File: src/rtl/systolic_feed_controller.sv
// systolic_feed_controller
// Sequences the RAM loader and the DEPTH x DEPTH brightness systolic array.
// Each loader block is captured once, fed into the array one lane per cycle
// (lane i on feed cycle i), allowed to drain through the array latency, and
// then the loader is handed a single tpu_ready pulse for the next block.
// The pass ends after NUM_BLOCKS blocks, or early once the loader reports
// ld_done, with a one-cycle done pulse.

module systolic_feed_controller #(
  parameter int PE_DATA_WIDTH = 16,
  parameter int DEPTH         = 4,
  parameter int NUM_BLOCKS    = 16,
  parameter int ARRAY_LATENCY = 7,
  localparam int CNT_W        = $clog2(NUM_BLOCKS + 1),
  localparam int BUS_W        = PE_DATA_WIDTH * DEPTH
) (
  input  logic                     clk,
  input  logic                     reset,
  input  logic                     start,
  input  logic [7:0]               brightness,
  input  logic [BUS_W-1:0]         ld_data,
  input  logic                     ld_valid,
  input  logic                     ld_load_next,
  input  logic                     ld_done,
  output logic                     ld_start,
  output logic                     tpu_ready,
  output logic [BUS_W-1:0]         arr_data,
  output logic [DEPTH-1:0]         arr_valid,
  output logic [PE_DATA_WIDTH-1:0] arr_bias,
  output logic [CNT_W-1:0]         block_count,
  output logic                     busy,
  output logic                     overrun,
  output logic                     done
);

  localparam int FEED_W  = (DEPTH > 1) ? $clog2(DEPTH) : 1;
  localparam int DRAIN_W = $clog2(ARRAY_LATENCY + 1);

  localparam logic [FEED_W-1:0]  FEED_LAST  = FEED_W'(DEPTH - 1);
  localparam logic [DRAIN_W-1:0] DRAIN_LAST = DRAIN_W'(ARRAY_LATENCY - 1);
  localparam logic [CNT_W-1:0]   BLK_LAST   = CNT_W'(NUM_BLOCKS - 1);
  localparam logic [CNT_W-1:0]   BLK_MAX    = CNT_W'(NUM_BLOCKS);

  typedef enum logic [2:0] {
    S_IDLE,
    S_ARM,
    S_WAIT_DATA,
    S_FEED,
    S_DRAIN,
    S_HANDSHAKE,
    S_DONE
  } state_t;

  state_t             state;
  logic [BUS_W-1:0]   blk_reg;       // block captured for the current feed
  logic [FEED_W-1:0]  feed_cnt;      // lane currently presented to the array
  logic [DRAIN_W-1:0] drain_cnt;     // cycles spent waiting out array latency
  logic               ld_done_seen;  // loader has reported its last block
  logic               ld_valid_q;    // previous ld_valid, for edge detection

  logic [FEED_W-1:0]  next_lane;
  logic [BUS_W-1:0]   next_lane_data;
  logic [DEPTH-1:0]   next_lane_valid;
  logic               ld_valid_rise;
  logic               pass_ends;

  // Next skewed lane: only lane feed_cnt+1 carries data, all others are zero.
  always_comb begin
    // NOTE: every always_comb output gets a default first so no path leaves it unassigned (no latch).
    next_lane       = feed_cnt + FEED_W'(1);
    next_lane_data  = '0;
    next_lane_valid = '0;
    for (int i = 0; i < DEPTH; i++) begin
      if (next_lane == FEED_W'(i)) begin
        next_lane_data[i*PE_DATA_WIDTH +: PE_DATA_WIDTH] = blk_reg[i*PE_DATA_WIDTH +: PE_DATA_WIDTH];
        next_lane_valid[i] = 1'b1;
      end
    end
    ld_valid_rise = ld_valid & ~ld_valid_q;
    // ld_done in the final drain cycle still ends the pass, as the sticky bit
    // would only become visible one edge too late.
    pass_ends     = ld_done_seen | ld_done | (block_count >= BLK_LAST);
  end

  // Control FSM with all outputs registered.
  always_ff @(posedge clk) begin
    // NOTE: sequential state uses non-blocking (<=) so every register samples pre-edge values.
    if (reset) begin
      state        <= S_IDLE;
      // NOTE: blk_reg is a plain register, not a memory array, so it is cleared with everything else.
      blk_reg      <= '0;
      feed_cnt     <= '0;
      drain_cnt    <= '0;
      ld_done_seen <= 1'b0;
      ld_valid_q   <= 1'b0;
      ld_start     <= 1'b0;
      tpu_ready    <= 1'b0;
      arr_data     <= '0;
      arr_valid    <= '0;
      arr_bias     <= '0;
      block_count  <= '0;
      busy         <= 1'b0;
      overrun      <= 1'b0;
      done         <= 1'b0;
    end else begin
      // Pulse outputs drop unless a state below re-asserts them.
      ld_start   <= 1'b0;
      tpu_ready  <= 1'b0;
      done       <= 1'b0;
      ld_valid_q <= ld_valid;

      if (busy && ld_done) begin
        ld_done_seen <= 1'b1;
      end

      // A fresh block arriving while the array is occupied is dropped and flagged.
      if ((state == S_FEED || state == S_DRAIN) && ld_valid_rise) begin
        overrun <= 1'b1;
      end

      case (state)
        S_IDLE: begin
          if (start) begin
            state        <= S_ARM;
            ld_start     <= 1'b1;
            busy         <= 1'b1;
            arr_bias     <= PE_DATA_WIDTH'(brightness);
            block_count  <= '0;
            overrun      <= 1'b0;
            ld_done_seen <= 1'b0;
          end
        end

        S_ARM: begin
          state <= S_WAIT_DATA;
        end

        S_WAIT_DATA: begin
          // Lane 0 goes out straight from ld_data so it appears the cycle after capture.
          if (ld_valid) begin
            blk_reg   <= ld_data;
            feed_cnt  <= '0;
            arr_valid <= DEPTH'(1);
            arr_data  <= BUS_W'(ld_data[PE_DATA_WIDTH-1:0]);
            state     <= S_FEED;
          end
        end

        S_FEED: begin
          if (feed_cnt == FEED_LAST) begin
            arr_valid <= '0;
            arr_data  <= '0;
            drain_cnt <= '0;
            state     <= S_DRAIN;
          end else begin
            feed_cnt  <= next_lane;
            arr_valid <= next_lane_valid;
            arr_data  <= next_lane_data;
          end
        end

        S_DRAIN: begin
          if (drain_cnt == DRAIN_LAST) begin
            if (block_count != BLK_MAX) begin
              block_count <= block_count + CNT_W'(1);
            end
            if (pass_ends) begin
              state <= S_DONE;
              done  <= 1'b1;
            end else begin
              state <= S_HANDSHAKE;
            end
          end else begin
            drain_cnt <= drain_cnt + DRAIN_W'(1);
          end
        end

        S_HANDSHAKE: begin
          if (ld_load_next) begin
            tpu_ready <= 1'b1;
            state     <= S_WAIT_DATA;
          end
        end

        S_DONE: begin
          state <= S_IDLE;
          busy  <= 1'b0;
        end

        default: begin
          state <= S_IDLE;
          busy  <= 1'b0;
        end
      endcase
    end
  end

endmodule
File: config.mk
export PLATFORM = sky130hd
export DESIGN_NAME = systolic_feed_controller
export DESIGN_NICKNAME = d
export VERILOG_FILES = /design/src/rtl/systolic_feed_controller.sv
export SDC_FILE = /design/constraint.sdc
export NUM_CORES = 1
export LEC_CHECK = 0
export ABC_AREA = 1
export ABC_CLOCK_PERIOD_IN_PS = 1900
export CAP_MARGIN = 5
export CORE_MARGIN = 1
export CORE_UTILIZATION = 48
export CTS_BUF_LIST = sky130_fd_sc_hd__clkbuf_16
export DETAILED_ROUTE_END_ITERATION = 8
export HOLD_SLACK_MARGIN = 0.12
export PLACE_DENSITY = 0.84
export SYNTH_ARGS = -nofsm -noshare
export SYNTH_HDL_FRONTEND = slang
export SYNTH_SLANG_ARGS = --single-unit
File: constraint.sdc
create_clock -name clk -period 1.9 [get_ports clk]
set_clock_uncertainty 0.05 [all_clocks]
set_input_delay 0.285 -clock clk [delete_from_list [all_inputs] [get_ports clk]]
set_output_delay 0.285 -clock clk [all_outputs]
set_load 0.01 [all_outputs]
==> metrics.csv <==
metric,value,unit
crit_start,block_count[0],
regArea,3203,sq um
rr_worst_depth,10,
multi_input_comb_area,2589,sq um
reg2reg_to,block_count[1],
clock.fmax,570.3,MHz
antenna-diode-count,0,
worstSkewPairLatency,0.42,ns
r2r_slack,0.21,ns
place.gp.congestion,0.8523,
ys_top_cells_by_count,"nand2_1 (166), dfxtp_1 (160), nor2_1 (132), a21oi_1 (66), nand3_1 (55)",
setup_tns,0,ns
cp_data_required_time,1.56,ns
critPathCaptureType,output port,
fp-row-count,41,
antenna_found_initial,0,
outcome,"finished, final reports clean",
boundaryPins,172,
drive_gt1_share,8.281,%
synth_cell_type_count,30,
route.detailed.vias_per_inst,5.035,
die_area,13400,sq um
clockBufferDepth,2,
synth_top_cell_by_area,dfxtp_1,
netlist_area,6211,sq um
port_buffers,163,
final_net_count,1030,
ys.flop_type,dfxtp_1,
tritoncts_buffers,17,
hpwlAfterDp,9.970,mm
fill_cells,1018,
critical_path.n_buffers_inverters,1,
hold_viol_final,0,
crit_path_max_incr_delay,0.57,ns
hold-worst-slack,0.1722,ns
drt-pass1-iter-count,5,
antenna_left,0,
vias,5669,
timing.final.crit_share,92.28,%
post_synth_main_area_contributors,"dfxtp_1 (52%), nand2_1 (10%), nor2_1 (8.0%)",
crit-reg2reg-launch,drain_cnt[0],
path_max_fanout,6,
synthesis.yosys.warnings,0,
crit_family,buffers and inverters,
seq_area_frac_synth,51.57,%
dieWidth,115.8,um
timing.critical_path.from_type,register,
synth_top_area_share,51.57,%
setup_violations,0,
drv_cap,0,
grt_max_degree,92,
post_cts_hold_buffer_count,0,
power_per_cell_area,1087,nW/um^2
arrival,1.42,ns
crit_path_cell_trace,clkdlybuf4s50_1,
min_period,1.753,ns
vdd_ir_drop_max,639.2,uV
synth_async_sr_flop_share,0,%
grt_pass1_vias,5440,
synth_seq_cells,160,
type_of_the_most_critical_hold_path,in2reg,
leakage,3.347,nW
start_util,49.22,%
fp.coreArea,12620,sq um
most_repeated_cell_in_the_gate_level_netlist_after_synthesis,nand2_1,
holdPathEnd,busy,
global_route.overflow_total,0,
hold-path-cell-count,4,
totalWireLength,15.58,mm
edff_count_synth,0,
postCtsSetupBuffers,0,
cp_slowest_cell,clkdlybuf4s50_1,
post-route-drc-count,0,
finalMaxSlewViolations,0,
timing_worst_setup_path_type,reg2out,
area_growth,37.41,%
gr_usage_total,24.47,%
drt_iter0_drc,494,
die_h,115.8,um
cts_root_buf,clkbuf_16,
origin_of_the_worst_min_delay_path,reset,
grt_setup_unrepaired,false,
postCtsResizedCells,0,
total_power_after_layout,9.281,mW
cts_max_level,4,
clock_pin_slew_of_the_registers_on_the_worst_case_setup_and_hold_paths,0.06,ns
cts_sinks,160,
syn_inst,789,
tritoncts,built,
route.detailed.wl_per_inst,13.83,um
first_pass_grt_wire_length,25.41,mm
syn_area_per_cell,7.872,sq um
-- worst max-delay path by stage --
stage | endpoint | slack [ns] | cells after the start
after floorplan | arr_data[6] | 0.32 | 5
after global placement | arr_data[15] | 0.13 | 6
after detailed placement | arr_data[11] | 0.1 | 6
after CTS | block_count[0] | 0.12 | 1
after global routing | block_count[2] | 0.08 | 1
final | block_count[0] | 0.15 | 1
-- metrics by stage --
step / instances / instance area, sq um / utilization (%) / setup slack [ns]
after floorplan: 796 / 6237 / - / 0.3246
after global placement: 1095 / 7974 / 63.19 / 0.1337
after detailed placement: 1095 / 7974 / 63.19 / 0.09576
after CTS: 1126 / 8534 / 67.63 / 0.1237
after global routing: 1126 / 8534 / 67.63 / 0.07652
final: 1126 / 8534 / 67.63 / 0.1466
-- where the power goes --
part / internal [mW] / switching [mW] / total [mW] / leakage, nW
Combinational: 0.840 / 1.18 / 2.02 / 1.76
Sequential: 3.74 / 0.245 / 3.98 / 1.30
Clock: 2.01 / 1.27 / 3.28 / 0.295
-- cell type report --
type | instances | area share [%]
Timing Repair Buffer | 181 | 21.55
Inverter | 34 | 1.495
Tap cell | 172 | 2.522
Sequential cell | 160 | 37.53
Clock buffer | 17 | 4.985
Clock inverter | 14 | 1.583
Multi-Input combinational cell | 548 | 30.33
-- kinds of logic after synthesis --
kind of cell	count (synthesis)	share of synthesized area, %
other	1	0.06038
AO/OA/AOI/OAI	147	12.85
AND/OR/NAND/NOR	383	26.29
adder cells (fa/ha/maj)	10	2.015
buffers and inverters	88	7.212
flip-flops	160	51.57
-- placed cells by master, fill, tap and decap left out, types with 2 or more instances in the layout --
| cell type | instances |
|---|---|
| clkinv_2 | 3 |
| clkinv_1 | 4 |
| a21oi_2 | 10 |
| bufinv_16 | 3 |
| nor2_8 | 3 |
| a21oi_1 | 66 |
| conb_1 | 8 |
| nand4_1 | 3 |
| inv_1 | 35 |
| clkbuf_16 | 17 |
| inv_2 | 3 |
| buf_4 | 13 |
| nand2_2 | 15 |
| o21ai_0 | 52 |
| nand3_1 | 55 |
| nor2_4 | 2 |
| a31oi_1 | 16 |
| nor2_1 | 132 |
| nand2_1 | 165 |
| dfxtp_1 | 160 |
| ha_1 | 10 |
| buf_12 | 6 |
| nor3_1 | 4 |
| clkdlybuf4s50_1 | 162 |
| nor2_2 | 2 |
-- tightest hold or removal path, stage by stage --
cell     delay [ns]
buf_4          0.11
inv_2          0.05
nand4_1        0.11
nand2_1        0.05
-- routing by layer --
| layer | vias to the layer above | share of wire, % | wire [um] | GRT usage [%] |
|---|---|---|---|---|
| met5 | - | 0 | 0 | 0 |
| met2 | 210 | 47 | 7390 | 40.48 |
| li1 | 2851 | - | - | - |
| met3 | 32 | 6.1 | 955 | 6.538 |
| met1 | 2576 | 44 | 6919 | 29.77 |
| met4 | 0 | 2.0 | 312 | 11.45 |
No activity file was read; power rests on OpenSTA's default activity.
